$ cat config.mk
export PLATFORM = sky130hd
export DESIGN_NAME = fnd_bcd_scanner
export DESIGN_NICKNAME = d
export VERILOG_FILES = /design/src/rtl/fnd_bcd_scanner_pkg.sv /design/src/rtl/fnd_bcd_scanner_bcd_to_seg.sv /design/src/rtl/fnd_bcd_scanner.sv
export SDC_FILE = /design/constraint.sdc
export NUM_CORES = 1
export LEC_CHECK = 0
export BUFFER_PORTS_ARGS = -buffer_cell sky130_fd_sc_hd__buf_4
export CAP_MARGIN = 30
export CORE_MARGIN = 2
export CORE_UTILIZATION = 50
export DETAILED_ROUTE_END_ITERATION = 6
export HOLD_SLACK_MARGIN = 0.08
export PLACE_DENSITY = 0.79
export RECOVER_POWER = 50
export SYNTH_ARGS = -nofsm -noshare
export SYNTH_HDL_FRONTEND = slang
export SYNTH_SLANG_ARGS = --single-unit
$ cat constraint.sdc
create_clock -name clk -period 5.4 [get_ports clk]
set_input_delay 1.62 -clock clk [delete_from_list [all_inputs] [get_ports clk]]
set_output_delay 1.62 -clock clk [all_outputs]
set_load 0.005 [all_outputs]
$ cat src/rtl/fnd_bcd_scanner_pkg.sv
// fnd_bcd_scanner_pkg: shared FSM encoding, scan default and 7-segment table
package fnd_bcd_scanner_pkg;
  typedef enum logic [1:0] {IDLE, SHIFT, DONE} state_t;
  localparam int SCAN_DIV_DEFAULT = 100000;
  localparam logic [7:0] BLANK = 8'hFF;
  localparam logic [9:0][7:0] SEG_TABLE = {
    8'h90, 8'h80, 8'hF8, 8'h82, 8'h92, 8'h99, 8'hB0, 8'hA4, 8'hF9, 8'hC0
  };
endpackage

$ cat src/rtl/fnd_bcd_scanner_bcd_to_seg.sv
// bcd_to_seg: maps one BCD digit plus blank flag to active-low segments
module bcd_to_seg
  import fnd_bcd_scanner_pkg::*;
(
  input  logic [3:0] digit,
  input  logic       blank,
  output logic [7:0] seg
);
  // non-decimal codes fall back to blank so the display never shows garbage
  always_comb seg = (blank || digit > 4'd9) ? BLANK : SEG_TABLE[digit];
endmodule

$ cat src/rtl/fnd_bcd_scanner.sv
// fnd_bcd_scanner: double-dabble BCD conversion of sum, multiplexed onto 4 digits
module fnd_bcd_scanner
  import fnd_bcd_scanner_pkg::*;
#(
  parameter int SCAN_DIV = SCAN_DIV_DEFAULT
) (
  input  logic       clk,
  input  logic       reset,
  input  logic [8:0] sum,
  output logic [3:0] seg_comm,
  output logic [7:0] seg,
  output logic       busy
);
  localparam int CW = SCAN_DIV > 1 ? $clog2(SCAN_DIV) : 1;
  localparam logic [CW-1:0] SCAN_LAST = CW'(SCAN_DIV - 1);
  state_t          state;
  logic            valid;
  logic [8:0]      last_sum;
  logic [8:0]      bin;
  logic [11:0]     bcd;
  logic [11:0]     adj;
  logic [3:0]      cnt;
  logic [3:0]      ones, tens, hund;
  logic [CW-1:0]   scan_cnt;
  logic [1:0]      idx;
  logic [3:0]      dig;
  logic            blank;
  logic [7:0]      seg_nxt;
  // add-3 correction on every nibble that would overflow past 9 after shifting
  always_comb begin
    adj[3:0]  = bcd[3:0]  >= 4'd5 ? bcd[3:0]  + 4'd3 : bcd[3:0];
    adj[7:4]  = bcd[7:4]  >= 4'd5 ? bcd[7:4]  + 4'd3 : bcd[7:4];
    adj[11:8] = bcd[11:8] >= 4'd5 ? bcd[11:8] + 4'd3 : bcd[11:8];
  end
  // conversion FSM: capture on change, 9 shifts, then publish all digits at once
  always_ff @(posedge clk or posedge reset) begin
    if (reset) begin
      state    <= IDLE;
      valid    <= 1'b0;
      busy     <= 1'b0;
      last_sum <= '0;
      bin      <= '0;
      bcd      <= '0;
      cnt      <= '0;
      ones     <= '0;
      tens     <= '0;
      hund     <= '0;
    end else begin
      case (state)
        IDLE: if (!valid || sum != last_sum) begin
          last_sum <= sum;
          bin      <= sum;
          bcd      <= '0;
          cnt      <= '0;
          busy     <= 1'b1;
          state    <= SHIFT;
        end
        SHIFT: begin
          {bcd, bin} <= {adj, bin} << 1;
          cnt        <= cnt + 4'd1;
          if (cnt == 4'd8) state <= DONE;
        end
        DONE: begin
          ones  <= bcd[3:0];
          tens  <= bcd[7:4];
          hund  <= bcd[11:8];
          valid <= 1'b1;
          busy  <= 1'b0;
          state <= IDLE;
        end
        default: state <= IDLE;
      endcase
    end
  end
  // scan timer: advance the active digit once per SCAN_DIV cycles
  always_ff @(posedge clk or posedge reset) begin
    if (reset) begin
      scan_cnt <= '0;
      idx      <= '0;
    end else begin
      scan_cnt <= scan_cnt == SCAN_LAST ? '0 : scan_cnt + 1'b1;
      if (scan_cnt == SCAN_LAST) idx <= idx + 2'd1;
    end
  end
  // select the active digit and apply leading-zero blanking; digit 3 is always dark
  always_comb begin
    dig   = idx == 2'd0 ? ones : idx == 2'd1 ? tens : hund;
    blank = idx == 2'd3 || (idx == 2'd2 && hund == 4'd0) ||
            (idx == 2'd1 && hund == 4'd0 && tens == 4'd0);
  end
  bcd_to_seg u_bcd_to_seg (
    .digit(dig),
    .blank(blank),
    .seg  (seg_nxt)
  );
  // registered drive keeps digit enable and segment pattern switching together
  always_ff @(posedge clk or posedge reset) begin
    if (reset) begin
      seg_comm <= 4'b1111;
      seg      <= BLANK;
    end else begin
      seg_comm <= ~(4'b0001 << idx);
      seg      <= seg_nxt;
    end
  end
endmodule

==> run_results.csv <==
group,metric,value,unit
yosys,synth_top_cell_area_share,43.3,%
worst_setup_path,worst_ep_arrival_time,4.10,ns
floorplan,num_rows,32,
yosys,netlist_instances,372,
yosys,async_flop_share,100,%
clock_tree,cts_root_buffer,"clkbuf_8",
floorplan,fp.dieW,93.3,µm
worst_setup_path,worstPathRequired,5.85,ns
pwr,net-switching-power,0.791,mW
drt,drtAntennaViolNets,0,
pwr,pwr-share-comb,35.7,%
yosys,synth_warnings,0,
outcome,violations,"capacitance limit, slew limit",
timing,finClkSkew,0.00901,ns
yosys,yosysSeqAreaShare,50.6,%
clock_tree,clk_pin_slew,0.08,ns
outcome,status,"complete, but fails checks",
cells_and_area,instances_no_fill,499,
drt,route.detailed.drc,0,
place,gp_congestion,0.848,
worst_hold_path,hold_depth,1,
worst_setup_path,worstReg2RegStart,"idx[1]$_DFFE_PP0N_",
pwr,vdd_drop_max,0.264,mV
pwr,power,2.23,mW
drt,drt_iter0_markers,148,
worst_setup_path,reg2reg_to,"seg[4]$_DFF_PP1_",
drt,finalWirelength,7.11,mm
run,drv_cap,1,
floorplan,dieHeight,93.3,µm
clock_tree,clock_path_buffers,2,
timing,finalHoldViolations,0,
clock_tree,clock-sinks,80,
worst_setup_path,crit_chain,"clkbuf_4, inv_1, clkbuf_1, buf_4",
yosys,synthTopCellsByArea,"dfrtp_1, dfstp_2, ha_1",
cells_and_area,diodes,0,
global_routing,grt_pass1_vias,2721,
worst_setup_path,crit_type,"in2async",
cells_and_area,nets,421,
yosys,yosysTopAreaCell,"dfrtp_1",
worst_hold_path,hold_path.startpoint,"valid$_DFFE_PP0P_",
global_routing,antenna_found_initial,0,
timing,relSlewSlack,-51.7,%
yosys,ys.flop_type,"dfrtp_1",
pwr,sw_frac_of_total,35.4,%
yosys,synth_nets,401,
worst_setup_path,cp-startpoint,"reset",
clock_tree,insertion_delay,0.35,ns
global_routing,track_usage,17.6,%
clock_tree,ctsHoldBuffers,0,
drt,via_per_inst,5.50,
global_routing,grt_max_degree,45,
place,numPortBuffers,22,
timing,fmax,0.274,GHz
pwr,p_leak,1.96,nW
place,hpwl,4.91,mm
floorplan,die_area,0.00870,mm²
cells_and_area,final_common_cell,"dfrtp_1",
floorplan,start_util,51.6,%
worst_setup_path,crit_end,"seg[5]$_DFF_PP1_",
clock_tree,post_cts_resized,0,
pwr,p_per_area,505,mW/mm²
global_routing,grt-ovfl-total,0,
worst_setup_path,worst-r2r-setup-slack,2.70,ns
yosys,synth_edf_count,0,
yosys,synth_area,0.00399,mm²
worst_setup_path,critPathLaunchType,"input pin",
place,dp.cells,482,
timing,rsz0062_at_grt,"false",
timing,final.min_clock_period,3.65,ns
cells_and_area,drive_gt1_share,18.6,%
timing,tightestPinTransition,2.28,ns
floorplan,fp.coreArea,0.00773,mm²
pwr,pwr-share-clk,19.3,%
clock_tree,cts_tree,"done",
floorplan,ioPinCount,24,
timing,tns,0,ns
worst_setup_path,cp_slowest_stage_delay,1.62,ns
timing,report.final.slew_viol_count,44,
clock_tree,numCtsBuffers,9,
yosys,ys_seq_elements,80,
worst_hold_path,hold_class,"reg2reg",
clock_tree,cts_setup_buffers,0,
drt,drt_pass1_iterations,5,
yosys,synth_cell_types,52,
worst_setup_path,crit_slowest_cell,"clkbuf_1",
drt,wire_per_inst,14.3,µm
clock_tree,htree_levels,3,
worst_setup_path,crit_path_max_fanout,43,
worst_setup_path,endpoint_kind,"async pin",
timing,setup_violations,0,
cells_and_area,syn_to_final_growth,11.0,%
pwr,internal_power,1.44,mW
worst_setup_path,worst-r2r-cell-count,8,
cells_and_area,final_cell_mix,"dfrtp_1, nand2_1, nor2_1",
pwr,p_seq_share,45.0,%
global_routing,grt_pass1_wl,12.2,mm
timing,fin_crit_sh,67.6,%
drt,via_count,2743,
yosys,syn_avg_cell_area,10.7,µm²
## cell usage after synthesis (2+ instances only)
master	instances
o22ai_1	7
nand2b_1	4
nand3_1	7
inv_1	21
nor3b_1	2
o21a_1	2
or4_1	2
and2_1	2
nand4_1	3
nor2b_1	3
ha_1	18
a31oi_1	8
o2bb2ai_1	7
nor4_1	4
dfrtp_1	69
a211oi_1	7
mux2_2	18
nor2_1	25
dfstp_2	11
nor3_1	4
clkbuf_1	11
buf_2	6
or3_1	8
nand2_1	27
xnor2_1	13
a22o_1	9
mux2i_1	8
o21ai_0	21
a21oi_1	8
xor2_1	13
o31ai_1	3
## critical path, delay by kind of cell
kind	cells	cell delay [ns]
buffers and inverters	4	2.43
## power by group through the flow
stage / clock network, mW / logic [mW] / registers (mW)
6_report: 0.432 / 0.797 / 1.01
3_5_place_dp: 0 / 0.800 / 1.02
3_3_place_gp: 0 / 0.766 / 1.00
2_1_floorplan: 0 / 0.655 / 0.948
5_1_grt: 0.470 / 0.907 / 1.03
4_1_cts: 0.445 / 0.805 / 1.00
## per-layer routing
metal,GRT usage (%),share of wire (%),up-vias,routed length (µm)
met5,0,0,-,0
met4,6.13,0.98,0,70
met3,4.27,3.5,7,251
met2,29.9,51,53,3620
met1,21.9,45,1339,3170
li1,-,-,1344,-
## sequential cells by signal (all words and copies together), names as in the netlist
register / count
ones: 4
bcd: 12
tens: 4
last_sum: 9
hund: 4
cnt: 4
scan_cnt: 17
state: 2
busy: 1
bin: 9
seg: 7
seg_comm: 4
idx: 2
valid: 1
## layout make-up
| cell class | instances | area (µm²) |
|---|---|---|
| clock inverter | 3 | 22.5 |
| clock buffer | 13 | 180 |
| tap | 102 | 128 |
| timing repair buffer | 27 | 195 |
| fill | 648 | 3310 |
| sequential | 80 | 2020 |
| inverter | 21 | 78.8 |
| multi-input combinational | 253 | 1800 |
## worst min-delay path by stage
stage	to	slack, ns
floorplan	valid$_DFFE_PP0P_	0.43
global placement	valid$_DFFE_PP0P_	0.45
detailed placement	valid$_DFFE_PP0P_	0.45
CTS	valid$_DFFE_PP0P_	0.47
global route	valid$_DFFE_PP0P_	0.49
finish	valid$_DFFE_PP0P_	0.47
## cells by family after synthesis
| group | after synthesis | share of synthesized area, % |
|---|---|---|
| AOI/OAI and AO/OA | 81 | 13.8 |
| xor gates and xnor gates | 26 | 5.71 |
| adders and majority gates | 18 | 5.65 |
| buffers and inverters | 39 | 3.96 |
| DFF | 80 | 50.6 |
| muxes | 26 | 7.10 |
| other | 1 | 0.0941 |
| and+or+nand+nor | 101 | 13.2 |
## through the flow
stage	cell area, µm²	setup WS (ns)	util (%)	hold WS, ns
after floorplan	3990	1.75	-	0.425
after global placement	4230	2.14	54.7	0.445
after detailed placement	4230	2.07	54.7	0.450
after CTS	4430	2.42	57.4	0.473
after global routing	4420	1.23	57.2	0.494
final	4420	1.75	57.2	0.471
No activity file was read; power rests on OpenSTA's default activity.
